**src/rtl/hazard_unit_if.sv**
```systemverilog
// Signal bundle between the pipeline datapath and the hazard controller.
// The master side is the datapath; the slave side is hazard_unit.
interface hazard_unit_if #(
    parameter int unsigned CNT_W = 32
);
    logic [4:0]       Rs1_D;
    logic [4:0]       Rs2_D;
    logic [4:0]       Rs1_E;
    logic [4:0]       Rs2_E;
    logic [4:0]       Rd_E;
    logic             RegWrite_E;
    logic             MemRead_E;
    logic             PCSrc_E;
    logic [1:0]       ForwardA_E;
    logic [1:0]       ForwardB_E;
    logic             Stall_F;
    logic             Stall_D;
    logic             Flush_D;
    logic             Flush_E;
    logic [4:0]       Rd_M;
    logic [4:0]       Rd_W;
    logic [CNT_W-1:0] StallCount;
    logic [CNT_W-1:0] FlushCount;

    modport master (
        output Rs1_D, Rs2_D, Rs1_E, Rs2_E, Rd_E, RegWrite_E, MemRead_E, PCSrc_E,
        input  ForwardA_E, ForwardB_E, Stall_F, Stall_D, Flush_D, Flush_E,
        input  Rd_M, Rd_W, StallCount, FlushCount
    );

    modport slave (
        input  Rs1_D, Rs2_D, Rs1_E, Rs2_E, Rd_E, RegWrite_E, MemRead_E, PCSrc_E,
        output ForwardA_E, ForwardB_E, Stall_F, Stall_D, Flush_D, Flush_E,
        output Rd_M, Rd_W, StallCount, FlushCount
    );
endinterface

```
**src/rtl/hazard_unit.sv**
```systemverilog
// Forwarding, load-use stall and branch flush control with a private MEM/WB
// destination-tag shadow pipeline and saturating stall/flush event counters.
module hazard_unit #(
    parameter int unsigned CNT_W = 32
) (
    input logic         clk,
    input logic         rst_n,
    hazard_unit_if.slave hz
);
    logic [4:0]       rd_m_q, rd_w_q;
    logic             reg_write_m_q, reg_write_w_q;
    logic [CNT_W-1:0] stall_cnt_q, flush_cnt_q;
    logic             load_use;
    logic             stall;

    // MEM stage wins over WB when both hold the same destination.
    function automatic logic [1:0] fwd_sel(input logic [4:0] rs,
                                           input logic [4:0] rd_m, input logic wr_m,
                                           input logic [4:0] rd_w, input logic wr_w);
        if (wr_m && (rd_m != 5'd0) && (rd_m == rs)) begin
            return 2'b10;
        end else if (wr_w && (rd_w != 5'd0) && (rd_w == rs)) begin
            return 2'b01;
        end
        return 2'b00;
    endfunction

    always_comb begin
        load_use = hz.MemRead_E && (hz.Rd_E != 5'd0) &&
                   ((hz.Rd_E == hz.Rs1_D) || (hz.Rd_E == hz.Rs2_D));
        // A redirect flushes the dependent instruction, so no stall is needed.
        stall    = load_use && !hz.PCSrc_E;
    end

    assign hz.ForwardA_E = fwd_sel(hz.Rs1_E, rd_m_q, reg_write_m_q, rd_w_q, reg_write_w_q);
    assign hz.ForwardB_E = fwd_sel(hz.Rs2_E, rd_m_q, reg_write_m_q, rd_w_q, reg_write_w_q);
    assign hz.Stall_F    = stall;
    assign hz.Stall_D    = stall;
    assign hz.Flush_D    = hz.PCSrc_E;
    assign hz.Flush_E    = load_use || hz.PCSrc_E;
    assign hz.Rd_M       = rd_m_q;
    assign hz.Rd_W       = rd_w_q;
    assign hz.StallCount = stall_cnt_q;
    assign hz.FlushCount = flush_cnt_q;

    // Tags advance every cycle; an E-stage bubble arrives as RegWrite_E = 0.
    always_ff @(posedge clk or negedge rst_n) begin
        if (!rst_n) begin
            rd_m_q        <= 5'd0;
            reg_write_m_q <= 1'b0;
            rd_w_q        <= 5'd0;
            reg_write_w_q <= 1'b0;
        end else begin
            rd_m_q        <= hz.Rd_E;
            reg_write_m_q <= hz.RegWrite_E;
            rd_w_q        <= rd_m_q;
            reg_write_w_q <= reg_write_m_q;
        end
    end

    always_ff @(posedge clk or negedge rst_n) begin
        if (!rst_n) begin
            stall_cnt_q <= '0;
            flush_cnt_q <= '0;
        end else begin
            if (stall && (stall_cnt_q != {CNT_W{1'b1}})) begin
                stall_cnt_q <= stall_cnt_q + CNT_W'(1);
            end
            if (hz.PCSrc_E && (flush_cnt_q != {CNT_W{1'b1}})) begin
                flush_cnt_q <= flush_cnt_q + CNT_W'(1);
            end
        end
    end
endmodule

```
**src/flat_wrapper.sv**
```systemverilog
// flat-port wrapper written by rule: the top's interface ports become plain ports
module hazard_unit_flat 
#(
    parameter int unsigned CNT_W = 32
)
  (clk, rst_n, hz_Rs1_D, hz_Rs2_D, hz_Rs1_E, hz_Rs2_E, hz_Rd_E, hz_RegWrite_E, hz_MemRead_E, hz_PCSrc_E, hz_ForwardA_E, hz_ForwardB_E, hz_Stall_F, hz_Stall_D, hz_Flush_D, hz_Flush_E, hz_Rd_M, hz_Rd_W, hz_StallCount, hz_FlushCount);
  hazard_unit_if #(.CNT_W(CNT_W)) hz_i ();
  input logic clk;
  input logic rst_n;
  input wire logic [$bits(hz_i.Rs1_D)-1:0] hz_Rs1_D;
  input wire logic [$bits(hz_i.Rs2_D)-1:0] hz_Rs2_D;
  input wire logic [$bits(hz_i.Rs1_E)-1:0] hz_Rs1_E;
  input wire logic [$bits(hz_i.Rs2_E)-1:0] hz_Rs2_E;
  input wire logic [$bits(hz_i.Rd_E)-1:0] hz_Rd_E;
  input wire logic [$bits(hz_i.RegWrite_E)-1:0] hz_RegWrite_E;
  input wire logic [$bits(hz_i.MemRead_E)-1:0] hz_MemRead_E;
  input wire logic [$bits(hz_i.PCSrc_E)-1:0] hz_PCSrc_E;
  output wire logic [$bits(hz_i.ForwardA_E)-1:0] hz_ForwardA_E;
  output wire logic [$bits(hz_i.ForwardB_E)-1:0] hz_ForwardB_E;
  output wire logic [$bits(hz_i.Stall_F)-1:0] hz_Stall_F;
  output wire logic [$bits(hz_i.Stall_D)-1:0] hz_Stall_D;
  output wire logic [$bits(hz_i.Flush_D)-1:0] hz_Flush_D;
  output wire logic [$bits(hz_i.Flush_E)-1:0] hz_Flush_E;
  output wire logic [$bits(hz_i.Rd_M)-1:0] hz_Rd_M;
  output wire logic [$bits(hz_i.Rd_W)-1:0] hz_Rd_W;
  output wire logic [$bits(hz_i.StallCount)-1:0] hz_StallCount;
  output wire logic [$bits(hz_i.FlushCount)-1:0] hz_FlushCount;
  assign hz_i.Rs1_D = hz_Rs1_D;
  assign hz_i.Rs2_D = hz_Rs2_D;
  assign hz_i.Rs1_E = hz_Rs1_E;
  assign hz_i.Rs2_E = hz_Rs2_E;
  assign hz_i.Rd_E = hz_Rd_E;
  assign hz_i.RegWrite_E = hz_RegWrite_E;
  assign hz_i.MemRead_E = hz_MemRead_E;
  assign hz_i.PCSrc_E = hz_PCSrc_E;
  assign hz_ForwardA_E = hz_i.ForwardA_E;
  assign hz_ForwardB_E = hz_i.ForwardB_E;
  assign hz_Stall_F = hz_i.Stall_F;
  assign hz_Stall_D = hz_i.Stall_D;
  assign hz_Flush_D = hz_i.Flush_D;
  assign hz_Flush_E = hz_i.Flush_E;
  assign hz_Rd_M = hz_i.Rd_M;
  assign hz_Rd_W = hz_i.Rd_W;
  assign hz_StallCount = hz_i.StallCount;
  assign hz_FlushCount = hz_i.FlushCount;
  hazard_unit #(.CNT_W(CNT_W)) u_core (.clk(clk), .rst_n(rst_n), .hz(hz_i));
endmodule
```
**config.mk**
```make
export PLATFORM = sky130hd
export DESIGN_NAME = hazard_unit_flat
export DESIGN_NICKNAME = d
export VERILOG_FILES = /design/src/rtl/hazard_unit_if.sv /design/src/rtl/hazard_unit.sv /design/src/flat_wrapper.sv
export SDC_FILE = /design/constraint.sdc
export NUM_CORES = 1
export LEC_CHECK = 0
export CORE_ASPECT_RATIO = 1.25
export CORE_MARGIN = 1.5
export CORE_UTILIZATION = 48
export DETAILED_ROUTE_END_ITERATION = 8
export DONT_BUFFER_PORTS = 1
export PLACE_DENSITY = 0.71
export SLEW_MARGIN = 10
export SYNTH_ARGS = -nofsm -noshare
export SYNTH_HDL_FRONTEND = slang
export SYNTH_SLANG_ARGS = --single-unit
```
**constraint.sdc**
```tcl
create_clock -name clk -period 4 [get_ports clk]
set_input_delay 0.8 -clock clk [delete_from_list [all_inputs] [get_ports clk]]
set_output_delay 0.8 -clock clk [all_outputs]
set_load 0.005 [all_outputs]
```
# --- Word-level counts from Yosys, hierarchy flattened ---
# Cells that the tools add are included.
op_classes:
  n_addsub: 2
  eq_ne: 8
  mux: 10
  n_reduce_logical: 17
op_table:
  columns: ["operator", "n"]
  rows:
  - ["$add 32x1->32 const B", 2]
  - ["$ne 32x32->1 const B", 2]
  - ["$eq 5x5->1", 6]
  - ["$reduce_bool 5->1", 3]
  - ["$mux 2", 6]
  - ["$logic_and 1x1->1", 11]
  - ["$mux 1", 4]
  - ["$logic_or 1x1->1", 2]
  - ["$logic_not 1->1", 1]
word_totals:
  register_bits: 76
  inputBits: 30
  word_cells: 43

# --- Depth between registers and ports, before layout ---
# Gate-level depths: netlist (run 1).
logic_depth:
  ltp_word: 6
  mapped_depth: 8
  depth_no_buf: 7

# --- Worst setup path before layout (run 1) ---
# OpenSTA, ideal clock, no wires.
synth_path:
  kind: "input to output"
  startpoint: "input port hz_Rd_E[0]"
  endpoint: "output port hz_Stall_F"
  arrival_ns: 1.961
  required_time_ns: 3.200
  path_slack_ns: 1.239
  stages: 6
  path_buffers: 1
  cell_sequence: "or4_1 > o21ai_0 > nand2b_2 > or2_2 > inv_1 > buf_4"
synth_via:
  elab_chain_cells: 4
synth_lines:
  columns: ["item", "line", "source"]
  rows:
  - ["start, declared", "flat_wrapper.sv:14", "input wire logic [$bits(hz_i.Rd_E)-1:0] hz_Rd_E;"]
  - ["$eq 5x5->1 or $reduce_bool 5->1 (tied branches)", "hazard_unit.sv:30, hazard_unit.sv:29", null]
  - ["$logic_or 1x1->1 or $logic_and 1x1->1 (tied branches)", "hazard_unit.sv:30, hazard_unit.sv:29", null]
  - ["$logic_and 1x1->1 (*)", "hazard_unit.sv:29", "load_use = hz.MemRead_E && (hz.Rd_E != 5'd0) &&"]
  - ["$logic_and 1x1->1 (*)", "hazard_unit.sv:32", "stall = load_use && !hz.PCSrc_E;"]
  - ["end, declared", "flat_wrapper.sv:20", "output wire logic [$bits(hz_i.Stall_F)-1:0] hz_Stall_F;"]
# Every way passes the cells marked *; elsewhere a longest branch is shown, timed or not.

# --- Worst setup path after layout (run 1) ---
layout_path:
  startpoint: "register u_core.rd_m_q[0] (netlist: u_core.hz.Rd_M[0])"
  endpoint: "output port hz_ForwardA_E[0]"
layout_via:
  elab_chain_cells: 5
layout_lines:
  columns: ["item", "line", "source"]
  rows:
  - ["start, declared", "hazard_unit.sv:10", "logic [4:0] rd_m_q, rd_w_q;"]
  - ["start signal, assigned", "hazard_unit.sv:54", "rd_m_q <= hz.Rd_E;"]
  - ["$reduce_bool 5->1", "hazard_unit.sv:20", "if (wr_m && (rd_m != 5'd0) && (rd_m == rs)) begin"]
  - ["$logic_and 1x1->1", "hazard_unit.sv:20", null]
  - ["$logic_and 1x1->1 (*)", "hazard_unit.sv:20", null]
  - ["$mux 2 or $mux 1 (tied branches)", "hazard_unit.sv:20", null]
  - ["$mux 2 (*)", "hazard_unit.sv:25", "return 2'b00;"]
  - ["end, declared", "flat_wrapper.sv:18", "output wire logic [$bits(hz_i.ForwardA_E)-1:0] hz_ForwardA_E;"]
# Marks and branches as above.

==> results.toml, run 1 <==
[cells_and_area]
antenna-diode-count = 0
n_fill_cell = 713
syn2layout_area_growth_pct = 7.725
drive_gt1_share_pct = 10.76
finalNetCount = 380
post_layout_nonfiller_instances = 448
design_area_um2 = 4083

[die]
die_footprint_um2 = 8441
die_w_um = 82.48
ios = 112
die_height_um = 102.3
standard_cell_rows = 36
placeableCoreArea_um2 = 7747
floorplan.initialDensity_pct = 48.92

[worst_setup_path]
crit-reg2reg-capture = "u_core.hz.StallCount[9]"
endpoint_kind = "output pin"
worst-path-buf-inv = 0
worst-endpoint-required_ns = 3.20
timing_worst_setup_path_type = "reg2out"
cp-start-kind = "register"
timing.critical_path.slowest_stage_cell = "or4_1"
most_prevalent_standard_cell_on_the_critical_path = "nor4_1"
critical_path.cell_chain = "or4_1 -> o21ai_0 -> nor4_1 -> nor4_1"
cpLargestDelayFamily = "simple AND/OR/NAND/NOR gates"
cp_slowest_stage_delay_ns = 0.55
timing.critical_path.fanout_max = 5
regToRegSetupSlack_ns = 1.75
cp.arrival_ns = 2.12
r2r_start = "u_core.hz.StallCount[0]"
reg2reg_depth = 7

[placed_design]
place_ws_ns = 1.164
hpwlAfterDp_um = 5906
placed_cell_area_um2 = 3867
buffer_ports.inserted = 0
place.gp.congestion = 0.7840
placedCellCount = 432

[power_and_ir_drop]
power_leakage_uw = 0.001799
worst_ir_drop_vdd_v = 0.0002074
pwr_density_cell_nw_per_um2 = 410.2

[global_route]
grt_pass1_vias = 2457
grt_antenna_before_repair = 0
groute.usage.overall_pct = 19.94
pin_count_of_the_biggest_net_entering_global_routing = 77
grt_pass1_wl_um = 12430
globalRoute.totalOverflow = 0

[cts]
worst_skew_pair.late_latency_ns = 0.35
cts_resized = 0
clk_root_buffer_cell = "clkbuf_8"
cts.hold.buffers_added = 0
tritoncts = "yes"
clk_pin_slew_ns = 0.08
number_of_buffers_created_by_cts = 9
postCtsSetupBuffers = 0
cts_sinks = 76
cts-htree-levels = 3
clock_tree.buffer_depth = 2

[synthesis]
synth_sequential_area_ratio_pct = 50.18
synth.cells.most_frequent = "dfrtp_1 (76), xor2_1 (47), xnor2_1 (43)"
count_leader_synth = "dfrtp_1"
mappedNetlistArea_um2 = 3790
ys_warn_count = 0
postSynth.topFlopCell = "dfrtp_1"
yosys.area.top_type = "dfrtp_1"
synthCells = 342
synth.ff_latch_count = 76
async_flop_share_pct = 100.0
synth_top_area_share_pct = 50.18
post_synth_num_cell_types = 40
ys_top_cells_by_area = "dfrtp_1 (50%), xor2_1 (11%), xnor2_1 (9.9%), nand3_1 (3.7%), nand4_1 (3.3%)"
synth_net_count = 374
postSynthAreaPerCell_um2 = 11.08
number_of_enable_type_register_cells_in_the_synthesized_netlist = 0

[run_status]
status = "completed"

[sta]
slew_viol_final = 0
hold_violations_final = 0
fin_crit_ns = 2.923
timing.setup.tns_ns = 0
period_share_pct = 73.07
worst_hold_slack_ns = 0.1387
achievable-frequency_mhz = 342.1
rsz_0062_raised_after_global_routing = "false"
relative_max_transition_margin_pct = 53.98
finalClockSkew_ns = 0.01356
final-setup-viol-count = 0
setup_ws_ns = 1.077
tightestPinTransition_ns = 0.6850

[detailed_routing]
via_per_instance_ratio = 5.790
route.detailed.drc = 0
via_count = 2594
post_drt_wl_per_cell_um = 18.03
wl_um = 8079
drt_first_iter_violations = 103
final_antenna_net_count = 0
drtPass1Iterations = 4

[worst_hold_path]
worstHoldPathType = "in2async"

[run]
cap_violations = 0
## placed cells by master, fill, tap and decap left out, types with 2 or more instances in the layout
master,synthesis,layout
clkbuf_8,0,9
or2_2,2,2
nand4_1,20,20
xnor2_1,43,43
nor4_1,9,9
nor3_1,11,11
ha_1,2,2
nand4_2,2,2
inv_1,5,5
clkinv_2,0,3
o21ai_0,4,4
nand3_1,28,28
nand2_1,23,23
xor2_1,47,47
and2_1,3,3
dfrtp_1,76,76
bufinv_16,0,2
nor2_1,20,20
or4_1,5,5
nor3_2,6,6
and4_1,3,3
and3_1,10,10
## metal layers
layer	track usage (%)	share of wire, %
met3	6.964	7.7
met5	0	0
met1	24.17	41
met4	9.518	1.6
met2	31.39	50
## state kept, by name (all words and copies together), names as in the netlist
name / flops
u_core.hz.FlushCount: 32
u_core.hz.Rd_M: 5
u_core.hz.Rd_W: 5
u_core.hz.StallCount: 32
u_core.reg_write_m_q: 1
u_core.reg_write_w_q: 1
## worst max-delay path by stage
stage                                  end              start  slack (ns)  cells after the start
final                     hz_ForwardA_E[0]  u_core.hz.Rd_M[0]        1.08                      4
after global routing      hz_ForwardA_E[0]  u_core.hz.Rd_M[0]        0.83                      4
after CTS                 hz_ForwardA_E[0]  u_core.hz.Rd_M[0]        1.05                      4
after detailed placement        hz_Stall_D         hz_Rd_E[0]        1.16                      5
after global placement          hz_Stall_D         hz_Rd_E[0]        1.22                      5
after floorplan                 hz_Stall_F         hz_Rd_E[0]        1.24                      6
## area by class of cell
class	instances	area (µm²)	share of cell area, %
Clock buffer	9	123.9	3.034
Clock inverter	7	91.34	2.237
Inverter	5	18.77	0.4597
Multi-Input combinational cell	256	1828	44.77
Sequential cell	76	1902	46.58
Tap cell	95	118.9	2.911
## where the power goes
part           switching (µW)  internal [µW]
logic                    58.6           67.5
registers                90.3            823
clock network             287            349
total                     436           1240
## through the flow
step                      power [µW]  utilization [%]
after floorplan                 1015                -
after global placement          1050            49.92
after detailed placement        1058            49.92
after CTS                       1694            52.70
after global routing            1752            52.70
final                           1675            52.70
## cell families (layout without fill, tap and decap cells)
| group | count (synthesis) | after routing | share of synthesized area [%] |
|---|---|---|---|
| simple gates | 151 | 151 | 23.34 |
| xor+xnor | 90 | 90 | 20.80 |
| flops | 76 | 76 | 50.18 |
| compound gates | 11 | 11 | 2.872 |
| buf+inv | 10 | 21 | 1.584 |
| fa+ha+maj | 2 | 2 | 0.6602 |
| mux | 2 | 2 | 0.5612 |
No activity file was read; power rests on OpenSTA's default activity.
==> inputs of run 2 (changes only) <==
--- a/config.mk
+++ b/config.mk
@@ -10,7 +10,7 @@
 export CORE_UTILIZATION = 48
 export DETAILED_ROUTE_END_ITERATION = 8
 export DONT_BUFFER_PORTS = 1
-export PLACE_DENSITY = 0.71
+export PLACE_DENSITY = 0.73
 export SLEW_MARGIN = 10
 export SYNTH_ARGS = -nofsm -noshare
 export SYNTH_HDL_FRONTEND = slang
==> constraint.sdc (replaced) <==
create_clock -name clk -period 2.6 [get_ports clk]
set_input_delay 0.52 -clock clk [delete_from_list [all_inputs] [get_ports clk]]
set_output_delay 0.52 -clock clk [all_outputs]
set_load 0.005 [all_outputs]
==> run 2 against run 1 <==
Compared with the run above:
- clock power rose by 45%
- combinational power increased by 83%
- final area rose by 1.9%
- setup slack got worse by 0.97 ns
- routed wire length rose by 1.9%
- clock-buffer cell count grew 3
- sequential share of layout area is 0.75 points lower
- critical path type unchanged
- largest power group unchanged
==> results.toml, run 2 (synthesis results as in run 1) <==
[worst_setup_path]
worst-endpoint-required_ns = 2.08
cp-start-kind = "register"
endpoint_kind = "output pin"
timing_worst_setup_path_type = "reg2out"
cp.arrival_ns = 1.98
timing.critical_path.fanout_max = 5
regToRegSetupSlack_ns = 0.38

[worst_hold_path]
worstHoldPathType = "in2async"

[sta]
relative_max_transition_margin_pct = 56.71
timing.setup.tns_ns = 0
fin_crit_ns = 2.497
period_share_pct = 96.05
hold_violations_final = 0
tightestPinTransition_ns = 0.6434
finalClockSkew_ns = 0.007947
rsz_0062_raised_after_global_routing = "false"
slew_viol_final = 0
achievable-frequency_mhz = 400.4
final-setup-viol-count = 0

[placed_design]
place.gp.congestion = 0.8012
buffer_ports.inserted = 0
hpwlAfterDp_um = 5964

[cells_and_area]
layout_common_cells = "dfrtp_1 (72), xor2_1 (47), xnor2_1 (43), nand3_1 (28), nand2_1 (23)"
syn2layout_area_growth_pct = 9.772
antenna-diode-count = 0
drive_gt1_share_pct = 13.69
finalNetCount = 385
final_common_cell = "dfrtp_1"
final_util_pct = 53.70

[die]
ios = 112
die_w_um = 82.48
die_height_um = 102.3
floorplan.initialDensity_pct = 48.92
placeableCoreArea_um2 = 7747
standard_cell_rows = 36
die_footprint_um2 = 8441

[global_route]
pin_count_of_the_biggest_net_entering_global_routing = 77
met1_usage_pct = 23.19
grt_pass1_wl_um = 12800
groute.usage.overall_pct = 20.59
grt_pass1_vias = 2644
globalRoute.totalOverflow = 0
grt_antenna_before_repair = 0
grt.busiest_layer = "met2"
global_route.usage.met3_pct = 9.375
gr-usage-met2_pct = 32.77

[cts]
postCtsSetupBuffers = 0
worst_skew_pair.late_latency_ns = 0.36
tritoncts = "yes"
clk_pin_slew_ns = 0.08
number_of_buffers_created_by_cts = 9
cts-htree-levels = 3
cts_sinks = 76
clock_tree.buffer_depth = 2
clk_root_buffer_cell = "clkbuf_8"

[power_and_ir_drop]
power.share.combinational_pct = 9.0
power_leakage_uw = 0.001822
worst_ir_drop_vdd_v = 0.0003425
p_clk_share_pct = 36.1
internal_power_uw = 1872
power.switching_fraction_pct = 26.85
netSwitchingPower_uw = 687.0
pwr-share-seq_pct = 54.9
pwr_density_cell_nw_per_um2 = 615.1

[detailed_routing]
route.detailed.drc = 0
final_antenna_net_count = 0
via_per_instance_ratio = 5.678
drt_first_iter_violations = 102
post_drt_wl_per_cell_um = 18.17
drtPass1Iterations = 4
wl_um = 8231
via_count = 2572

[run_status]
status = "completed"

[run]
cap_violations = 0
run 2: changes by cell type in the layout (fill, tap and decap cells not counted), sizes merged:
cell,change
buf,+5
bufinv,-1
clkbuf,+3
clkinv,-2
run 2: cell type report:
type | instances | area (µm²)
clock buffer | 12 | 155.1
clock inverter | 4 | 47.55
fill | 699 | 3587
inverter | 5 | 18.77
multi-input combinational | 256 | 1856
sequential | 76 | 1907
tap | 95 | 118.9
timing repair buffer | 5 | 57.56
run 2: through the flow:
step                hold WS [ns]  cell area, µm²  cells  setup slack [ns]  total power, µW
floorplan                 0.2244            3790    342            0.3988             1561
global placement          0.2265            3897    436            0.3118             1619
detailed placement        0.2263            3897    436            0.3051             1630
CTS                      0.05601            4134    453         0.0008722             2589
global route             0.06040            4160    453          0.004853             2680
finish                   0.05209            4160    453            0.1028             2559
run 2: per-layer routing:
layer / up-vias / part of all wire, %
li1: 1218 / -
met1: 1250 / 39
met2: 87 / 50
met3: 17 / 9.3
met4: 0 / 2.0
met5: - / 0
run 2: final timing paths:
check,startpoint,to,depth (start not counted)
min,rst_n,u_core.hz.FlushCount[31],1
max in group asynchronous,rst_n,u_core.hz.Rd_W[0],1
max reg2reg,u_core.hz.StallCount[0],u_core.hz.StallCount[11],7
min in group clk,hz_Rd_E[4],u_core.hz.Rd_M[4],0
min reg2reg,u_core.reg_write_m_q,u_core.reg_write_w_q,0
max,u_core.hz.Rd_M[0],hz_ForwardB_E[0],4
run 2: power by group through the flow:
stage / Sequential (µW) / Clock [µW] / Combinational, µW
2_1_floorplan: 1390 / 0 / 170
3_3_place_gp: 1420 / 0 / 195
3_5_place_dp: 1430 / 0 / 200
4_1_cts: 1410 / 949 / 233
5_1_grt: 1420 / 997 / 261
6_report: 1410 / 923 / 231
run 2: what timing repair did:
item / 4_1_cts / 5_1_grt
hold buffers: 1 / 0
gates resized for setup: 1 / 8
endpoints found under the setup margin: 2 / 2
pin swaps: 2 / 2
hold endpoints to repair: 76 / 0
run 2: worst max-delay path, stage by stage, from the launching register on:
cell and delay, ns:
dfrtp_1 0.45, or4_1 0.55, o21ai_1 0.21, nor4_2 0.11, nor4_4 0.31
==> inputs of run 3 (changes only) <==
--- a/config.mk
+++ b/config.mk
@@ -5,6 +5,7 @@
 export SDC_FILE = /design/constraint.sdc
 export NUM_CORES = 1
 export LEC_CHECK = 0
+export ABC_AREA = 1
 export CORE_ASPECT_RATIO = 1.25
 export CORE_MARGIN = 1.5
 export CORE_UTILIZATION = 48
==> run 3 against run 2 <==
Compared with the run above:
- clock skew is 0.0018 ns lower
- synthesized area is 33% higher
- hold slack better by 0.021 ns
- sequential power hardly changed
- clock-buffer cell count is 3 lower
- critical path depth is 5 higher
- sequential share of layout area is 10 points lower
- register-to-register slack worse by 0.04 ns
- core utilization is 0.95 points lower
- global-route usage is 3.6 points higher
- critical path type is now reg2reg
- critical endpoint is now u_core.hz.StallCount[6]
==> results.toml, run 3 <==
[run_status]
status = "completed"

[cells_and_area]
drive_gt1_share_pct = 6.722
n_fill_cell = 1010
finalNetCount = 756
syn2layout_area_growth_pct = 6.650
antenna-diode-count = 0
design_area_um2 = 5358
layout_common_cells = "nand2_1 (329), nor2_1 (82), dfrtp_1 (76), inv_1 (47), xor2_1 (36)"
area.sequential_um2 = 1902
final_util_pct = 52.75
final_common_cell = "nand2_1"
multi_input_area_um2 = 2781

[cts]
clk_root_buffer_cell = "clkbuf_16"
number_of_buffers_created_by_cts = 9
postCtsSetupBuffers = 0
cts_resized = 0
worst_skew_pair.late_latency_ns = 0.33
tritoncts = "yes"
clock_tree.buffer_depth = 2
cts-htree-levels = 3
cts_sinks = 76
cts.hold.buffers_added = 1
clk_pin_slew_ns = 0.06

[worst_setup_path]
reg2reg_depth = 9
r2r_start = "u_core.hz.StallCount[0]"
timing_worst_setup_path_type = "reg2reg"
regToRegSetupSlack_ns = 0.34
cp-start-kind = "register"
crit_path_start = "u_core.hz.StallCount[0]"
worst-endpoint-required_ns = 2.81
timing.critical_path.fanout_max = 32
cp.arrival_ns = 2.48
endpoint_kind = "register"

[synthesis]
post_synth_num_cell_types = 31
mappedNetlistArea_um2 = 5024
ys_warn_count = 0
synth_net_count = 756
synthCells = 724
synth_top_area_share_pct = 37.86
synth.ff_latch_count = 76
number_of_enable_type_register_cells_in_the_synthesized_netlist = 0
postSynth.topFlopCell = "dfrtp_1"
count_leader_synth = "nand2_1"
ys_top_cells_by_area = "dfrtp_1 (38%), nand2_1 (25%), xor2_1 (6.3%), nor2_1 (6.1%), xnor2_1 (3.8%)"
synth.cells.most_frequent = "nand2_1 (329), nor2_1 (82), dfrtp_1 (76)"
yosys.area.top_type = "dfrtp_1"
postSynthAreaPerCell_um2 = 6.939
synth_sequential_area_ratio_pct = 37.86
async_flop_share_pct = 100.0

[power_and_ir_drop]
worst_ir_drop_vdd_v = 0.0003685
pwr_density_cell_nw_per_um2 = 532.7
power_leakage_uw = 0.002463

[global_route]
grt_pass1_wl_um = 21300
grt_pass1_vias = 4571
gr-usage-met2_pct = 41.77
global_route.usage.met3_pct = 6.355
groute.usage.overall_pct = 24.18
met1_usage_pct = 27.56
globalRoute.totalOverflow = 0
pin_count_of_the_biggest_net_entering_global_routing = 77
grt_antenna_before_repair = 0
grt.busiest_layer = "met2"

[worst_hold_path]
worstHoldPathType = "in2async"

[detailed_routing]
via_per_instance_ratio = 5.266
final_antenna_net_count = 0
route.detailed.drc = 0
post_drt_wl_per_cell_um = 14.83
drt_first_iter_violations = 148
via_count = 4518
drtPass1Iterations = 4
wl_um = 12730

[run]
cap_violations = 0

[sta]
slew_viol_final = 0
finalClockSkew_ns = 0.006118
final-setup-viol-count = 0
hold_violations_final = 0
rsz_0062_raised_after_global_routing = "false"
timing.setup.tns_ns = 0
achievable-frequency_mhz = 441.7
relative_max_transition_margin_pct = 42.27
tightestPinTransition_ns = 0.8638
period_share_pct = 87.08
fin_crit_ns = 2.264

[die]
die_footprint_um2 = 11090
placeableCoreArea_um2 = 10160
standard_cell_rows = 41
ios = 112
floorplan.initialDensity_pct = 49.46
die_height_um = 117.4
die_w_um = 94.50

[placed_design]
place.gp.congestion = 0.9115
buffer_ports.inserted = 0
placed_cell_area_um2 = 5061
hpwlAfterDp_um = 9629
run 3: changes by cell type after synthesis, moves of 8 or more:
| cell | delta |
|---|---|
| nor3_1 | +12 |
| o21ai_0 | +8 |
| nor2_1 | +62 |
| inv_1 | +42 |
| nand4_1 | -14 |
| xnor2_1 | -21 |
| xor2_1 | -11 |
| nand2_1 | +306 |
| nand3b_1 | +15 |
| and3_1 | -9 |
run 3: cell type report:
| type | count | share of cell area (%) |
|---|---|---|
| clock inverter | 7 | 0.8174 |
| inverter | 55 | 3.900 |
| multi-input combinational | 580 | 51.92 |
| timing repair buffer | 2 | 0.6539 |
| clock buffer | 9 | 4.204 |
| sequential | 76 | 35.50 |
| tap | 129 | 3.013 |
run 3: worst max-delay path, cell delays in order, from the launching register on:
cell and delay, ns:
dfrtp_1 0.43, ha_1 0.28, nand3_4 0.14, inv_1 0.06, nand2_2 0.08, nor2_2 0.05
nand2_1 0.08, nand4_2 0.68, nand2_1 0.24, nand2_1 0.09
run 3: path summary, 6_finish.rpt:
check | to
worst max-delay path | u_core.hz.StallCount[6]
worst min-delay path | u_core.hz.StallCount[19]
worst max register to register | u_core.hz.StallCount[6]
worst min register to register | u_core.reg_write_w_q
max in group asynchronous | u_core.hz.Rd_M[0]
min in group clk | u_core.reg_write_m_q
run 3: kinds of logic (layout without fill, tap and decap cells):
group	after synthesis	after routing	synth area share (%)
DFF	76	76	37.86
AOI/OAI and AO/OA	20	20	2.366
xor gates and xnor gates	58	58	10.11
and+or+nand+nor	500	500	42.39
adders and majority gates	2	2	0.4981
buffers and inverters	68	73	6.775
run 3: stage by stage:
stage,instances,setup slack [ns],hold WS (ns),total power (µW)
after floorplan,724,0.8516,0.2244,1643
after global placement,841,0.4275,0.2264,1697
after detailed placement,841,0.3019,0.2262,1719
after CTS,858,0.3044,0.08831,2891
after global routing,858,0.06144,0.09523,3007
final,858,0.3358,0.07323,2854
run 3: metal layers:
metal,part of all wire [%],vias up
met5,0,-
met4,2.5,0
met3,6.8,26
met2,52,148
met1,39,2095
li1,-,2249
run 3: power by group:
group	internal [µW]	switching [µW]	leakage [µW]
Clock	640	492	0.000131
Combinational	121	197	0.00132
Sequential	1270	136	0.00101
Total	2030	825	0.00246
